<file path="config.mk">
export PLATFORM = sky130hd
export DESIGN_NAME = service_scheduler
export DESIGN_NICKNAME = d
export VERILOG_FILES = /design/src/rtl/service_pkg.sv /design/src/rtl/push_debouncer.sv /design/src/rtl/service_scheduler.sv
export SDC_FILE = /design/constraint.sdc
export NUM_CORES = 1
export LEC_CHECK = 0
export BUFFER_PORTS_ARGS = -buffer_cell sky130_fd_sc_hd__buf_2
export CAP_MARGIN = 5
export CELL_PAD_IN_SITES_DETAIL_PLACEMENT = 1
export CELL_PAD_IN_SITES_GLOBAL_PLACEMENT = 2
export CORE_MARGIN = 2
export CORE_UTILIZATION = 29
export DETAILED_ROUTE_END_ITERATION = 10
export PLACE_DENSITY_LB_ADDON = 0.3
export REMOVE_ABC_BUFFERS = 1
export SYNTH_ARGS = -nofsm -noshare
export SYNTH_HDL_FRONTEND = slang
export SYNTH_HIERARCHICAL = 1
export SYNTH_SLANG_ARGS = --single-unit
</file>
<file path="constraint.sdc">
create_clock -name clk -period 3 [get_ports clk]
set_clock_uncertainty 0.2 [all_clocks]
set_input_delay 0.3 -clock clk [delete_from_list [all_inputs] [get_ports clk]]
set_output_delay 0.3 -clock clk [all_outputs]
set_load 0.1 [all_outputs]
</file>
<file path="src/rtl/service_pkg.sv">
// service_pkg: shared types and constants for the front-panel service scheduler.
package service_pkg;
  typedef enum logic [1:0] {IDLE, GRANT, WAIT_FIN, RELEASE} state_e;
  localparam int N_SVC = 4;
  localparam int SEG_W = 16;
  localparam logic [SEG_W-1:0] SEG_BLANK = 16'hFFFF;
endpackage

</file>
<file path="src/rtl/push_debouncer.sv">
// push_debouncer: synchronizes the raw push button, filters bounce and emits one pulse per accepted press.
module push_debouncer #(
  parameter int DEBOUNCE_CYCLES = 1_000_000
) (
  input  logic clk,
  input  logic reset,
  input  logic push_i,
  output logic pulse_o
);
  localparam int CW = $clog2(DEBOUNCE_CYCLES + 1);
  logic s1_q, s2_q, level_q, pulse_q, hit;
  logic [CW-1:0] cnt_q, cnt_d;
  // hit marks the DEBOUNCE_CYCLES-th consecutive sample that disagrees with the accepted level
  always_comb begin
    hit = (s2_q != level_q) && (cnt_q == CW'(DEBOUNCE_CYCLES - 1));
    cnt_d = (s2_q == level_q || hit) ? '0 : cnt_q + 1'b1;
  end
  always_ff @(posedge clk) begin
    if (reset) begin
      s1_q <= 1'b0;
      s2_q <= 1'b0;
      level_q <= 1'b0;
      pulse_q <= 1'b0;
      cnt_q <= '0;
    end else begin
      s1_q <= push_i;
      s2_q <= s1_q;
      level_q <= hit ? s2_q : level_q;
      pulse_q <= hit && s2_q;
      cnt_q <= cnt_d;
    end
  end
  assign pulse_o = pulse_q;
endmodule

</file>
<file path="src/rtl/service_scheduler.sv">
// service_scheduler: grants one service exclusive use of the push button and display, round-robin on switch-on.
module service_scheduler #(
  parameter int N_SVC = service_pkg::N_SVC,
  parameter int DEBOUNCE_CYCLES = 1_000_000
) (
  input  logic                                clk,
  input  logic                                reset,
  input  logic [N_SVC-1:0]                    spdt,
  input  logic                                push_m,
  input  logic [N_SVC-1:0]                    finish,
  input  logic [service_pkg::SEG_W*N_SVC-1:0] seg_in,
  output logic [N_SVC-1:0]                    grant,
  output logic [N_SVC-1:0]                    push_pulse,
  output logic [service_pkg::SEG_W-1:0]       segments,
  output logic                                conflict,
  output logic                                busy
);
  import service_pkg::*;
  localparam int OW = (N_SVC > 1) ? $clog2(N_SVC) : 1;
  state_e state_q;
  logic [OW-1:0] owner_q, last_q, pick;
  logic [N_SVC-1:0] spdt_s1_q, spdt_s_q, owner_oh, push_pulse_q;
  logic [SEG_W-1:0] segments_q;
  logic conflict_q, push_ev, held, found;
  push_debouncer #(.DEBOUNCE_CYCLES(DEBOUNCE_CYCLES)) u_deb (
    .clk    (clk),
    .reset  (reset),
    .push_i (push_m),
    .pulse_o(push_ev)
  );
  // first requesting service after the previous owner, wrapping around
  always_comb begin
    pick = owner_q;
    found = 1'b0;
    for (int k = 1; k <= N_SVC; k++) begin
      if (!found && spdt_s_q[(int'(last_q) + k) % N_SVC]) begin
        pick = OW'((int'(last_q) + k) % N_SVC);
        found = 1'b1;
      end
    end
  end
  assign owner_oh = {{(N_SVC-1){1'b0}}, 1'b1} << owner_q;
  assign held = (state_q == GRANT) || (state_q == WAIT_FIN);
  assign grant = held ? owner_oh : '0;
  assign busy = state_q != IDLE;
  assign push_pulse = push_pulse_q;
  assign segments = segments_q;
  assign conflict = conflict_q;
  always_ff @(posedge clk) begin
    if (reset) begin
      state_q <= IDLE;
      owner_q <= '0;
      last_q <= OW'(N_SVC - 1);
      spdt_s1_q <= '0;
      spdt_s_q <= '0;
      push_pulse_q <= '0;
      segments_q <= SEG_BLANK;
      conflict_q <= 1'b0;
    end else begin
      spdt_s1_q <= spdt;
      spdt_s_q <= spdt_s1_q;
      push_pulse_q <= (state_q == GRANT && push_ev) ? owner_oh : '0;
      segments_q <= held ? seg_in[owner_q*SEG_W +: SEG_W] : SEG_BLANK;
      conflict_q <= held && |(spdt_s_q & ~owner_oh);
      case (state_q)
        IDLE: if (|spdt_s_q) begin
          owner_q <= pick;
          state_q <= GRANT;
        end
        GRANT: if (!spdt_s_q[owner_q]) state_q <= WAIT_FIN;
        WAIT_FIN: state_q <= finish[owner_q] ? RELEASE : spdt_s_q[owner_q] ? GRANT : WAIT_FIN;
        default: begin
          last_q <= owner_q;
          state_q <= IDLE;
        end
      endcase
    end
  end
endmodule

</file>
# Word-level counts from Yosys, hierarchy flattened
# Index checks and enable logic that the tools add are counted.
# totals
elab_cells	96
inputBits	75
reg_bits	59
# classes
n_reduce_logical	27
addsub	5
eq_ne	7
n_bitwise	8
n_shift	2
muxes	29
order_cmp	5
# ops
operator	count
$shiftx A64 B7 Y16	1
$add A20 B1 Y20 const B	1
$eq A20 B20 Y1 const B	1
$lt A3 B4 Y1 const B	4
$mux W2	8
$reduce_or A2 Y1	7
$mux W1	13
$bmux W1 S2	6
$reduce_or A4 Y1	2
$logic_and A1 B1 Y1	7
$pmux W2 S3	1
$add A2 B1 Y2 const B	2
$add A2 B2 Y2 const B	2
$and A1 B1 Y1 const A	4
$and A4 B4 Y4	1
$mux W4	1
$ne A2 B2 Y1 const B	2
$not A4 Y4	1
$reduce_bool A4 Y1	1
$shl A1 B2 Y4 const A	1
$logic_not A1 Y1	3
$lt A2 B3 Y1 const B	1
$reduce_and A3 Y1	1
$reduce_or A3 Y1	1
other kinds (9)	11

# Depth between registers and ports, before layout
# depth
ltp_word	17
depth_mapped	6

# Modules after synthesis
# The synthesis kept the hierarchy.
# modules_own_cells
module	area_each_um2	instances	cells_each
service_scheduler	1805.5	1	161
push_debouncer	1039.7	1	120

# Worst setup path before layout
# Ideal clock, no wire load.
# synth_timing
kind	register to output
from	register owner_q[0]
to	output port grant[3]
path_buffers	2
path_stages_with_launch	4
slack_ns	0.775
arrival_ns	1.725
cell_sequence	dfxtp_1 -> buf_2 -> clkbuf_1 -> and3_1
# synth_via
elab_chain_cells	2
# synth_rtl
item	line	text
start, declared	service_scheduler.sv:21	logic [OW-1:0] owner_q, last_q, pick;
start signal, assigned	service_scheduler.sv:67	owner_q <= pick;
$shl A1 B2 Y4	service_scheduler.sv:42	assign owner_oh = {{(N_SVC-1){1'b0}}, 1'b1} << owner_q;
$mux W4	service_scheduler.sv:44	assign grant = held ? owner_oh : '0;
end, declared	service_scheduler.sv:12	output logic [N_SVC-1:0] grant,
# No other way between the ends.

# Worst setup path after layout
# layout_timing
from	register state_q[0]
to	output port grant[1]
# layout_via
elab_chain_cells	3
# layout_rtl
item	line	text
start, declared	service_scheduler.sv:20	state_e state_q;
start signal, assigned	service_scheduler.sv:71	WAIT_FIN: state_q <= finish[owner_q] ? RELEASE : spdt_s_q[owner_q] ? GRANT : WAIT_FIN;
$eq A2 B1 Y1 / $eq A2 B2 Y1 (equally long branches)	service_scheduler.sv:43	assign held = (state_q == GRANT) || (state_q == WAIT_FIN);
$logic_or A1 B1 Y1 *	service_scheduler.sv:43	
$mux W4 *	service_scheduler.sv:44	
# Every way passes the cells marked *; elsewhere a longest branch is shown, timed or not.

==> results.yml <==
outcome:
  status: "completed"
global_routing:
  grt_pass1_vias: 2467
  grtUsageTotal: 0.147
  grt_overflow: 0
  grt_max_degree: 25
  antenna_found_initial: 0
  grt_pass1_wl_microns: 11900
floorplanning:
  pin_count: 101
  core_sq_um: 9640
  dieArea_sq_um: 10600
  start_util: 0.295
  fp.dieW_microns: 103
  row_count: 36
  die-height_microns: 103
routing:
  drtAntennaViolNets: 0
  wl_met1_microns: 3530
  drc: 0
  drt-initial-drc-count: 115
  dr.pass1.iters: 4
  drt-total-wl_microns: 7700
  vias_per_cell: 4.80
  via_count: 2519
  dr_wl_met3_microns: 616
  highest_layer: "met4"
  wire_per_inst_microns: 14.7
  wl_met2_microns: 3440
logic_synthesis:
  yosysTopAreaCellShare: 0.415
  synth_seq_cells: 59
  synth.area.top_cells: "dfxtp_1 42%, mux4_2 15%, nand2b_1 3.5%"
  synth_warnings: 6
  async_flop_share: 0
  synth_most_common_cell: "dfxtp_1"
  syn_area_per_cell_sq_um: 10.1
  synth.distinct_cells: 46
  synth_top_area_cell: "dfxtp_1"
  synthFlopType: "dfxtp_1"
  netlist_area_sq_um: 2850
  synthTopCellsByCount: "59 x dfxtp_1, 22 x nor2_1, 19 x mux4_2, 18 x nand2_1, 16 x nand2b_1"
  ys_seq_area_frac: 0.415
  synth_edf_count: 0
  synthCells: 281
final_layout:
  num_antenna_cells: 0
  layout-drive-gt1-share: 0.365
  num-nets-final: 469
  syn2layout_area_growth_pct: 29.4
pwr:
  p_per_area_nw_per_um2: 778
  leakage_nw: 1.43
  power.total_mw: 2.86
  peakVddDrop_v: 0.000342
clock_tree:
  clkLatencyLatePin_ns: 0.33
  cts_buffers: 9
  cts_resized: 0
  clkTransAtPathRegs_ns: 0.07
  post-cts-setup-buffers: 0
  clock_tree.root_cell: "clkbuf_8"
  cts_sinks: 59
  clockBufferDepth: 2
  cts_tree: "done"
  htree_levels: 3
sta:
  period_needed_ns: 2.32
  finalHoldViolations: 0
  worst_pin_slew_ns: 0.548
  max_freq_ghz: 0.430
  setup_violations: 0
  holdWs_ns: 0.156
  rsz0062_at_grt: "no"
  slew_viol_final: 0
  maxSlewHeadroom: 0.631
  fin_crit_sh: 0.775
  setup_tns_ns: 0
worst_hold_path:
  hold_class: "input port to flop"
worst_setup_path:
  cp.arrival_ns: 1.82
  critPathKind: "flop to primary output"
  end_kind: "primary output"
  cp-start-kind: "flop"
  required_ns: 2.50
  critPathMaxFanout: 6
placement:
  io_buffers: 100
  hpwl_microns: 5820
  place_congestion: 0.725
flow_run:
  maxCapViolations: 0
-- flip-flops by register name (all words and copies together) (netlist names) --
register       flops
u_deb/s1_q         1
owner_q            2
u_deb/s2_q         1
conflict           1
spdt_s_q           4
segments          16
spdt_s1_q          4
last_q             2
u_deb/pulse_o      1
u_deb/level_q      1
u_deb/cnt_q       20
push_pulse         4
state_q            2
-- routing by layer --
| layer | up-vias | GRT usage |
|---|---|---|
| met5 | - | 0 |
| met4 | 0 | 0.0577 |
| met3 | 9 | 0.0359 |
| met2 | 97 | 0.242 |
| met1 | 1188 | 0.187 |
| li1 | 1225 | - |
-- report_power, final --
part / switching (mW) / internal, mW / total [mW]
registers: 0.0693 / 0.876 / 0.945
clock network: 0.297 / 0.314 / 0.611
logic: 0.944 / 0.364 / 1.31
total: 1.31 / 1.55 / 2.86
-- repair_timing --
item,4_1_cts,5_1_grt
endpoints found under the setup margin,0,0
endpoints found under the hold margin,5,0
hold buffers,5,0
-- logic make-up (layout without fill, tap and decap cells) --
logic type / count (synthesis) / after routing / synth area share
buf+inv: 26 / 137 / 0.0422
fa+ha+maj: 6 / 6 / 0.0264
compound gates: 39 / 39 / 0.0906
simple gates: 117 / 117 / 0.228
flops: 59 / 59 / 0.415
mux: 22 / 22 / 0.161
xor+xnor: 12 / 12 / 0.0369
-- metrics by stage --
step / instances / setup slack (ns) / utilization / cell area (sq um)
6_report: 525 / 0.676 / 0.382 / 3680
5_1_grt: 525 / 0.556 / 0.382 / 3680
4_1_cts: 525 / 0.647 / 0.382 / 3680
3_5_place_dp: 505 / 0.702 / 0.360 / 3470
3_3_place_gp: 505 / 0.803 / 0.360 / 3470
2_1_floorplan: 268 / 0.421 / - / 2770
-- placed cells by master, fill, tap and decap left out, drive strengths merged, types with 2 or more instances in the layout --
cell,n
nor3b,4
nand2,18
nand4,4
nor4,5
dlygate4sd3,5
a31oi,2
o211ai,2
o22ai,4
and3,4
inv,13
nand4b,2
ha,6
nor2,22
xor2,4
clkbuf,12
buf,104
clkinv,3
nand3,11
and2,2
a21oi,10
o21ai,14
nor3,4
nor2b,13
mux2i,3
xnor2,8
nand2b,16
or4,2
mux4,19
or3,7
dfxtp,59
-- worst paths after layout --
kind	to	start	cells after the start	slack, ns
setup / recovery	grant[1]	state_q[0]$_SDFFE_PP0P_	4	0.68
hold / removal	spdt_s_q[2]$_SDFF_PP0_	reset	2	0.16
setup reg to reg	u_deb/cnt_q[14]$_SDFF_PP0_	u_deb/cnt_q[0]$_SDFF_PP0_	5	0.69
hold reg to reg	u_deb/s2_q$_SDFF_PP0_	u_deb/s1_q$_SDFF_PP0_	1	0.24
-- worst max-delay path: stages, from the launching register on --
cell and delay [ns]:
dfxtp_1 0.43, inv_1 0.11, ha_1 0.37, and3b_1 0.17, buf_2 0.42
-- layout make-up --
class | count | area [sq um]
clock buffers | 12 | 145
inverters | 13 | 48.8
flip-flops and latches | 59 | 1180
multi-input cells | 196 | 1540
fillers | 1174 | 5960
repair buffers | 109 | 581
well taps | 133 | 166
clock inverters | 3 | 15.0
No activity file was read; power rests on OpenSTA's default activity.
